===== src/rtl/xpmwrap_stream_reader_pkg.sv =====
// Shared types and sizing helpers for the SDP RAM stream reader.
// Latency: n/a (declarations only).
// Backpressure: n/a.
package xpmwrap_stream_reader_pkg;

    localparam int RD_DATA_W = 32;

    function automatic int cnt_width(input int depth);
        return $clog2(depth + 1);
    endfunction

    typedef struct packed {
`ifdef SDPRAM_STREAM_READER_ECC_EN
        logic                 sbiterr;
        logic                 dbiterr;
`endif
        logic [RD_DATA_W-1:0] data;
    } rd_entry_t;

endpackage


===== src/rtl/xpmwrap_fwft_buf.sv =====
// Circular first-word-fall-through buffer of rd_entry_t words with occupancy count.
// Latency: a pushed word is presented on pop_dat the cycle after the push.
// Backpressure: pop only on pop_vld & pop_rdy; push has no ready, the caller guarantees space.
module xpmwrap_fwft_buf
    import xpmwrap_stream_reader_pkg::*;
#(
    parameter int DEPTH = 4,
    parameter int CNT_W = cnt_width(DEPTH)
) (
    input  logic             clk,
    input  logic             rst,
    input  logic             push_vld,
    input  rd_entry_t        push_dat,
    output logic             pop_vld,
    input  logic             pop_rdy,
    output rd_entry_t        pop_dat,
    output logic [CNT_W-1:0] cnt
);
    localparam int PTR_W = $clog2(DEPTH);

    rd_entry_t        mem_q [DEPTH];
    rd_entry_t        mem_d [DEPTH];
    logic [PTR_W-1:0] wr_ptr_q, wr_ptr_d;
    logic [PTR_W-1:0] rd_ptr_q, rd_ptr_d;
    logic [CNT_W-1:0] cnt_q, cnt_d;
    logic             pop;

    assign pop_vld = (cnt_q != '0);
    assign cnt     = cnt_q;
    // Output is zeroed while empty so stale entries never leak onto the bus.
    assign pop_dat = pop_vld ? mem_q[rd_ptr_q] : '0;

    always_comb begin
        pop      = pop_vld & pop_rdy;
        mem_d    = mem_q;
        wr_ptr_d = wr_ptr_q;
        rd_ptr_d = rd_ptr_q;
        if (push_vld) begin
            mem_d[wr_ptr_q] = push_dat;
            wr_ptr_d        = wr_ptr_q + PTR_W'(1);
        end
        if (pop) begin
            rd_ptr_d = rd_ptr_q + PTR_W'(1);
        end
        cnt_d = cnt_q + CNT_W'(push_vld) - CNT_W'(pop);
    end

    always_ff @(posedge clk) begin
        if (rst) begin
            wr_ptr_q <= '0;
            rd_ptr_q <= '0;
            cnt_q    <= '0;
        end else begin
            wr_ptr_q <= wr_ptr_d;
            rd_ptr_q <= rd_ptr_d;
            cnt_q    <= cnt_d;
        end
    end

    always_ff @(posedge clk) begin
        mem_q <= mem_d;
    end

endmodule


===== src/rtl/xpmwrap_sdpram_stream_reader.sv =====
// Read-side stream controller for the SDP RAM wrapper; ECC flags via SDPRAM_STREAM_READER_ECC_EN.
// Latency: request accepted at cycle N is presented at N+READ_LATENCY+1 when the buffer is empty.
// Backpressure: issue is credit-limited by buffer space, so returning RAM data is never stalled.
module xpmwrap_sdpram_stream_reader
    import xpmwrap_stream_reader_pkg::*;
#(
    parameter int ADDR_WIDTH_A       = 6,
    parameter int WRITE_DATA_WIDTH_A = RD_DATA_W,
    parameter int READ_LATENCY       = 2,
    parameter int BUF_DEPTH          = 4
) (
    input  logic                              clkb,
    input  logic                              rstb,
    input  logic                              s_raddr_valid,
    output logic                              s_raddr_ready,
    input  logic [ADDR_WIDTH_A-1:0]           s_raddr,
    output logic                              m_rdata_valid,
    input  logic                              m_rdata_ready,
    output logic [WRITE_DATA_WIDTH_A-1:0]     m_rdata,
    output logic [ADDR_WIDTH_A-1:0]           mem_addrb,
    output logic                              mem_enb,
    output logic                              mem_regceb,
    input  logic [WRITE_DATA_WIDTH_A-1:0]     mem_doutb,
`ifdef SDPRAM_STREAM_READER_ECC_EN
    input  logic                              mem_sbiterrb,
    input  logic                              mem_dbiterrb,
    output logic                              m_sbiterr,
    output logic                              m_dbiterr,
    output logic [15:0]                       err_cnt,
`endif
    output logic [cnt_width(BUF_DEPTH)-1:0]   inflight
);
    localparam int CNT_W = cnt_width(BUF_DEPTH);

    logic [READ_LATENCY-1:0] vld_sr_q, vld_sr_d;
    logic [CNT_W-1:0]        pipe_cnt;
    logic [CNT_W-1:0]        buf_cnt;
    logic                    issue;
    rd_entry_t               ret_dat;
    rd_entry_t               out_dat;

    // Every read in the pipe already owns a buffer slot, so the sum is the credit in use.
    always_comb begin
        pipe_cnt = '0;
        for (int i = 0; i < READ_LATENCY; i++) begin
            pipe_cnt = pipe_cnt + CNT_W'(vld_sr_q[i]);
        end
        inflight      = pipe_cnt + buf_cnt;
        s_raddr_ready = ~rstb & (inflight < CNT_W'(BUF_DEPTH));
        issue         = s_raddr_valid & s_raddr_ready;
        vld_sr_d      = (vld_sr_q << 1) | READ_LATENCY'(issue);
    end

    assign mem_enb    = issue;
    assign mem_addrb  = s_raddr;
    assign mem_regceb = 1'b1;

    always_comb begin
        ret_dat      = '0;
        ret_dat.data = mem_doutb;
`ifdef SDPRAM_STREAM_READER_ECC_EN
        ret_dat.sbiterr = mem_sbiterrb;
        ret_dat.dbiterr = mem_dbiterrb;
`endif
    end

    always_ff @(posedge clkb) begin
        if (rstb) begin
            vld_sr_q <= '0;
        end else begin
            vld_sr_q <= vld_sr_d;
        end
    end

    xpmwrap_fwft_buf #(
        .DEPTH (BUF_DEPTH),
        .CNT_W (CNT_W)
    ) u_buf (
        .clk      (clkb),
        .rst      (rstb),
        .push_vld (vld_sr_q[READ_LATENCY-1]),
        .push_dat (ret_dat),
        .pop_vld  (m_rdata_valid),
        .pop_rdy  (m_rdata_ready),
        .pop_dat  (out_dat),
        .cnt      (buf_cnt)
    );

    assign m_rdata = out_dat.data;

`ifdef SDPRAM_STREAM_READER_ECC_EN
    logic [15:0] err_cnt_q, err_cnt_d;

    assign m_sbiterr = out_dat.sbiterr;
    assign m_dbiterr = out_dat.dbiterr;
    assign err_cnt   = err_cnt_q;

    always_comb begin
        err_cnt_d = err_cnt_q;
        if (m_rdata_valid && m_rdata_ready && (out_dat.sbiterr || out_dat.dbiterr)
            && (err_cnt_q != 16'hFFFF)) begin
            err_cnt_d = err_cnt_q + 16'd1;
        end
    end

    always_ff @(posedge clkb) begin
        if (rstb) begin
            err_cnt_q <= '0;
        end else begin
            err_cnt_q <= err_cnt_d;
        end
    end
`endif

endmodule


===== config.mk =====
export PLATFORM = sky130hd
export DESIGN_NAME = xpmwrap_sdpram_stream_reader
export DESIGN_NICKNAME = d
export VERILOG_FILES = /design/src/rtl/xpmwrap_stream_reader_pkg.sv /design/src/rtl/xpmwrap_fwft_buf.sv /design/src/rtl/xpmwrap_sdpram_stream_reader.sv
export SDC_FILE = /design/constraint.sdc
export NUM_CORES = 1
export LEC_CHECK = 0
export CELL_PAD_IN_SITES_DETAIL_PLACEMENT = 2
export CELL_PAD_IN_SITES_GLOBAL_PLACEMENT = 2
export CORE_MARGIN = 3
export CORE_UTILIZATION = 40
export DETAILED_ROUTE_END_ITERATION = 16
export PLACE_DENSITY_LB_ADDON = 0.1
export SYNTH_ARGS = -nofsm -noshare
export SYNTH_HDL_FRONTEND = slang
export SYNTH_SLANG_ARGS = --single-unit

===== constraint.sdc =====
create_clock -name clkb -period 4.2 [get_ports clkb]
set_input_delay 0.84 -clock clkb [delete_from_list [all_inputs] [get_ports clkb]]
set_output_delay 0.84 -clock clkb [all_outputs]
set_load 0.03 [all_outputs]

Word level (Yosys, flattened, before mapping):

Cells that the tools add are included.

* muxes and demuxes: 7
* reductions and logical operators: 2
* $add $sub $neg: 6
* bitwise operators: 7
* order comparisons: 4

Operators with widths (number)
* bitwise mux 128 bit: 1
* two-way mux 32 bit: 4
* binary-select mux 32 bit (select 2 bit): 1
* demux 32 bit (select 2 bit): 1
* greater-or-equal comparator 3 bit, second input constant: 2
* NOT 2 -> 3 bit: 2
* adder 2 x 1 -> 2 bit, second input constant: 2
* adder 2 x 3 -> 3 bit: 1
* adder 3 x 1 -> 3 bit: 1
* bitwise AND 1 bit: 3
* less-than comparator 3 x 1 -> 1 bit, second input constant: 1
* less-than comparator 3 bit, second input constant: 1
* nonzero test 3 bit: 1
* subtractor 3 x 1 -> 3 bit: 1
* adder 1 x 1 -> 2 bit: 1
* OR 2 x 1 -> 2 bit: 1
* logical AND 1 bit: 1
* NOT 1 bit: 1

* flip-flop bits (word level): 137
* input port bits: 42

Longest topological paths before layout:

* depth in word-level cells: 6
* gate-level depth with buffers: 8
* gate-level depth less buffers: 8

Cells and area by module:

Synthesis repeated with hierarchy kept, for this count alone.

* cells, all modules: 267
* area total of the unflattened synthesis: 5474.0 sq um

Modules (own cells, without submodules)
* xpmwrap_fwft_buf: times used 1, area an instance 5295.1 sq um, cells each 245
* xpmwrap_sdpram_stream_reader: times used 1, area an instance 178.9 sq um, cells each 22

Worst setup path before layout:

OpenSTA, ideal clock, no wires.

* kind: register to output
* from: register vld_sr_q[1]
* to: output port mem_enb
* slack: 1.280 ns
* cell stages (with the launch flop): 7
* path buffers: 0
* data required time: 3.360 ns
* arrival: 2.080 ns
* cells stage by stage: dfxtp_1 > inv_1 > fa_1 > inv_1 > ha_1 > xor2_1 > nor3b_1

* word-level cells in the longest chain between the ends: 5

Ends and longest elaborated chain
* start, declared: RTL line xpmwrap_sdpram_stream_reader.sv:35 `logic [READ_LATENCY-1:0] vld_sr_q, vld_sr_d;`
* start signal, assigned: RTL line xpmwrap_sdpram_stream_reader.sv:71 `vld_sr_q <= vld_sr_d;`
* adder 1 x 1 -> 2 bit: RTL line xpmwrap_sdpram_stream_reader.sv:46 `pipe_cnt = pipe_cnt + CNT_W'(vld_sr_q[i]);`
* adder 2 x 3 -> 3 bit: RTL line xpmwrap_sdpram_stream_reader.sv:48 `inflight = pipe_cnt + buf_cnt;`
* net inflight[2]: RTL line xpmwrap_sdpram_stream_reader.sv:31 `output logic [cnt_width(BUF_DEPTH)-1:0] inflight`
* less-than comparator 3 bit: RTL line xpmwrap_sdpram_stream_reader.sv:49 `s_raddr_ready = ~rstb & (inflight < CNT_W'(BUF_DEPTH));`
* bitwise AND 1 bit: RTL line xpmwrap_sdpram_stream_reader.sv:49
* bitwise AND 1 bit: RTL line xpmwrap_sdpram_stream_reader.sv:50 `issue = s_raddr_valid & s_raddr_ready;`
* end, declared: RTL line xpmwrap_sdpram_stream_reader.sv:21 `output logic mem_enb,`

The timed path passes the listed nets, and every way through them passes these cells.

Worst setup path in the final report:

* from: register u_buf.rd_ptr_q[0]
* to: output port m_rdata[31]

* word-level cells in the longest chain between the ends: 5

Ends and longest elaborated chain
* start, declared: RTL line xpmwrap_fwft_buf.sv:24 `logic [PTR_W-1:0] rd_ptr_q, rd_ptr_d;`
* start signal, assigned: RTL line xpmwrap_fwft_buf.sv:55 `rd_ptr_q <= rd_ptr_d;`
* NOT 2 -> 3 bit (not written as such): RTL line xpmwrap_fwft_buf.sv:31 `assign pop_dat = pop_vld ? mem_q[rd_ptr_q] : '0;`
* binary-select mux 32 bit (select 2 bit): RTL line xpmwrap_fwft_buf.sv:31
* two-way mux 32 bit (not written as such) (2 in a row): RTL line xpmwrap_fwft_buf.sv:31
* two-way mux 32 bit: RTL line xpmwrap_fwft_buf.sv:31
* end, declared: RTL line xpmwrap_sdpram_stream_reader.sv:19 `output logic [WRITE_DATA_WIDTH_A-1:0] m_rdata,`

No other way between the ends. The select of a mux whose other input is x is not followed.

==> impl_metrics.prom <==
# TYPE chip_impl_metric gauge
chip_impl_info{name="outcome",value="finished clean"} 1
chip_impl_metric{name="horizontal_die_dimension",unit="µm"} 123
chip_impl_metric{name="wl_per_cell",unit="µm"} 21.2
chip_impl_metric{name="cp_max_fo",unit=""} 25
chip_impl_metric{name="clock_latency",unit="ns"} 0.41
chip_impl_metric{name="numClockSinks",unit=""} 137
chip_impl_metric{name="area_growth_syn_to_layout",unit="%"} 26.7
chip_impl_metric{name="seq_total_area_yosys",unit="%"} 73.6
chip_impl_metric{name="total_of_buffers_placed_on_input_and_output_ports",unit=""} 73
chip_impl_metric{name="hold_buffers",unit=""} 0
chip_impl_metric{name="drt-initial-drc-count",unit=""} 120
chip_impl_info{name="critical_path.endpoint_type",value="primary output"} 1
chip_impl_info{name="root_buffer_master",value="sky130_fd_sc_hd__clkbuf_16"} 1
chip_impl_metric{name="async_flop_share",unit="%"} 0
chip_impl_metric{name="grt_max_degree",unit=""} 34
chip_impl_metric{name="setup_viol",unit=""} 0
chip_impl_metric{name="final_nets",unit=""} 393
chip_impl_info{name="ys_dominant_reg_cell",value="sky130_fd_sc_hd__edfxtp_1"} 1
chip_impl_metric{name="layout-drive-gt1-share",unit="%"} 19.8
chip_impl_info{name="start_kind",value="flop"} 1
chip_impl_metric{name="yosys_warnings",unit=""} 0
chip_impl_info{name="synth.top_cells.by_count",value="128 x sky130_fd_sc_hd__edfxtp_1, 36 x sky130_fd_sc_hd__and2_1, 27 x sky130_fd_sc_hd__mux4_2"} 1
chip_impl_metric{name="grt_overflow_total",unit=""} 0
chip_impl_metric{name="place_ws",unit="ns"} 1.04
chip_impl_metric{name="yosys.cell_types.count",unit=""} 26
chip_impl_metric{name="relSlewSlack",unit="%"} 37.4
chip_impl_metric{name="postRouteWirelength",unit="µm"} 11300
chip_impl_metric{name="syn-cell-area",unit="µm²"} 5470
chip_impl_metric{name="final-hold-violation-count",unit=""} 0
chip_impl_metric{name="detail_route.first_pass.iterations",unit=""} 4
chip_impl_metric{name="required_time_reported_for_the_critical_path_endpoint",unit="ns"} 3.36
chip_impl_info{name="tritoncts",value="yes"} 1
chip_impl_metric{name="ctsLongestPathBuffers",unit=""} 2
chip_impl_metric{name="floorplan.die_area",unit="µm²"} 15100
chip_impl_info{name="rsz0062_at_grt",value="no"} 1
chip_impl_metric{name="arrival",unit="ns"} 2.72
chip_impl_info{name="yosysMostFrequentCell",value="sky130_fd_sc_hd__edfxtp_1"} 1
chip_impl_metric{name="grt_pass1_wl",unit="µm"} 17400
chip_impl_metric{name="routed_via_density",unit=""} 4.98
chip_impl_metric{name="post-cts-setup-buffer-count",unit=""} 0
chip_impl_metric{name="power.density_cell_area",unit="nW/µm²"} 628
chip_impl_metric{name="tcrit_tclk_final",unit="%"} 84.8
chip_impl_metric{name="maxCapViolations",unit=""} 0
chip_impl_metric{name="slew_violations",unit=""} 0
chip_impl_metric{name="fin_tns_setup",unit="ns"} 0
chip_impl_metric{name="maximum_level_of_the_cts_h_tree",unit=""} 4
chip_impl_metric{name="tritoncts.num_buffers",unit=""} 17
chip_impl_metric{name="synth_edf_count",unit=""} 128
chip_impl_metric{name="finalWorstPathRequiredPeriod",unit="ns"} 3.56
chip_impl_metric{name="worst-slew-pin-transition",unit="ns"} 0.939
chip_impl_metric{name="max_freq",unit="MHz"} 281
chip_impl_metric{name="post_synth_inst_count",unit=""} 265
chip_impl_metric{name="drt.antenna.violating_nets",unit=""} 0
chip_impl_metric{name="routed-via-count",unit=""} 2641
chip_impl_metric{name="design.core.area",unit="µm²"} 13300
chip_impl_metric{name="place.gp.congestion",unit=""} 0.647
chip_impl_metric{name="total_grt_usage",unit="%"} 16.3
chip_impl_metric{name="postLayoutCoreUtil",unit="%"} 52.1
chip_impl_metric{name="final.setup_skew",unit="ns"} 0.00895
chip_impl_metric{name="path_clk_slew",unit="ns"} 0.06
chip_impl_metric{name="peakVddDrop",unit="µV"} 363
chip_impl_metric{name="post_cts.resized_instances",unit=""} 0
chip_impl_metric{name="initial_utilization",unit="%"} 41.1
chip_impl_metric{name="std_cell_rows",unit=""} 42
chip_impl_metric{name="total_i_o_pin_count",unit=""} 87
chip_impl_metric{name="drc_violation_count_after_routing",unit=""} 0
chip_impl_metric{name="mappedNetlistNets",unit=""} 316
chip_impl_metric{name="initial_antenna_violation_count",unit=""} 1
chip_impl_metric{name="grt_pass1_vias",unit=""} 2948
chip_impl_info{name="post_synth_main_area_contributors",value="sky130_fd_sc_hd__edfxtp_1 70%, sky130_fd_sc_hd__mux4_2 11%, sky130_fd_sc_hd__and2_1 4.1%"} 1
chip_impl_metric{name="ys_seq_elements",unit=""} 137
chip_impl_metric{name="avgSynthCellArea",unit="µm²"} 20.6
chip_impl_info{name="worst_hold_path_type",value="reg -> reg"} 1
chip_impl_info{name="post_synth_top_area_cell",value="sky130_fd_sc_hd__edfxtp_1"} 1
chip_impl_info{name="criticalPathCategory",value="reg -> out"} 1
chip_impl_metric{name="setup_slack",unit="ns"} 0.638
chip_impl_metric{name="n_antenna_cell",unit=""} 0
chip_impl_metric{name="detailedPlacementHpwl",unit="µm"} 6890
chip_impl_metric{name="synth.top_cell.area_share",unit="%"} 70.3
chip_impl_metric{name="dieHeight",unit="µm"} 123
chip_impl_metric{name="total_leakage_power",unit="nW"} 2.27
-- path summary, 6_finish.rpt --
path / startpoint / to / slack (ns) / depth (start not counted)
max: u_buf.rd_ptr_q[0] / m_rdata[31] / 0.64 / 4
min: vld_sr_q[0] / vld_sr_q[1] / 0.50 / 2
max reg2reg: u_buf.cnt[1] / u_buf.cnt[2] / 2.27 / 8
min reg2reg: vld_sr_q[0] / vld_sr_q[1] / 0.50 / 2
-- stage by stage --
step                      cell area [µm²]  hold WS, ns  std cells  total power, W
after floorplan                      5470        0.454        265         0.00244
after global placement               6310        0.464        499         0.00287
after detailed placement             6310        0.497        499         0.00289
after CTS                            6930        0.510        530         0.00441
after global routing                 6930        0.548        530         0.00454
final                                6930        0.499        530         0.00435
-- per-layer routing --
layer | part of all wire (%) | GRT usage, % | vias up
li1 | - | - | 1185
met1 | 42 | 19.9 | 1373
met2 | 52 | 27.0 | 65
met3 | 4.6 | 5.31 | 16
met4 | 1.3 | 6.44 | 2
met5 | 0.18 | 0 | -
-- kinds of logic after synthesis --
group | count (synthesis) | share of synthesized area (%)
AO/OA/AOI/OAI | 2 | 0.320
multiplexers | 35 | 14.1
XOR/XNOR | 3 | 0.732
adder cells (fa/ha/maj) | 9 | 2.33
flip-flops | 137 | 73.6
other | 1 | 0.0686
buffers and inverters | 28 | 3.41
AND/OR/NAND/NOR | 50 | 5.40
-- cell type report --
cell class                      instances  area [µm²]
Fill cell                            1145        6370
Sequential cell                       137        4030
Multi-Input combinational cell        100        1260
Timing Repair Buffer                   77         773
Clock buffer                           20         467
Tap cell                              176         220
Clock inverter                         11         146
Inverter                                9        33.8
-- sequential cells by signal, indices dropped and copies added (netlist names) --
register / count
u_buf.mem_q: 128
u_buf.cnt: 3
u_buf.rd_ptr_q: 2
u_buf.wr_ptr_q: 2
vld_sr_q: 2
-- cell usage in the layout, fill, tap and decap left out, types with 2 or more instances in the layout --
cell,n
sky130_fd_sc_hd__fa_1,2
sky130_fd_sc_hd__bufinv_16,3
sky130_fd_sc_hd__nor3b_1,2
sky130_fd_sc_hd__buf_4,3
sky130_fd_sc_hd__inv_1,9
sky130_fd_sc_hd__dfxtp_1,7
sky130_fd_sc_hd__clkinvlp_4,5
sky130_fd_sc_hd__clkbuf_8,3
sky130_fd_sc_hd__mux2_2,2
sky130_fd_sc_hd__and2_1,32
sky130_fd_sc_hd__dfxtp_2,2
sky130_fd_sc_hd__clkdlybuf4s50_1,73
sky130_fd_sc_hd__ha_1,7
sky130_fd_sc_hd__clkbuf_16,17
sky130_fd_sc_hd__nor2_1,8
sky130_fd_sc_hd__clkinv_2,2
sky130_fd_sc_hd__mux4_2,27
sky130_fd_sc_hd__edfxtp_1,128
sky130_fd_sc_hd__mux4_1,5
sky130_fd_sc_hd__and2_2,4
sky130_fd_sc_hd__nor2b_1,3
-- worst max-delay path, stage by stage, from the launching register on --
cell and delay, ns:
sky130_fd_sc_hd__dfxtp_2 0.61, sky130_fd_sc_hd__buf_12 0.30, sky130_fd_sc_hd__mux4_1 0.60, sky130_fd_sc_hd__and2_1 0.18, sky130_fd_sc_hd__clkdlybuf4s50_1 0.60
-- report_power, final --
part | internal, W | switching [W]
clock | 0.000975 | 0.000537
combinational | 0.000589 | 0.000659
sequential | 0.00154 | 0.0000551
Note: power is estimated with default switching activity, not from simulation.
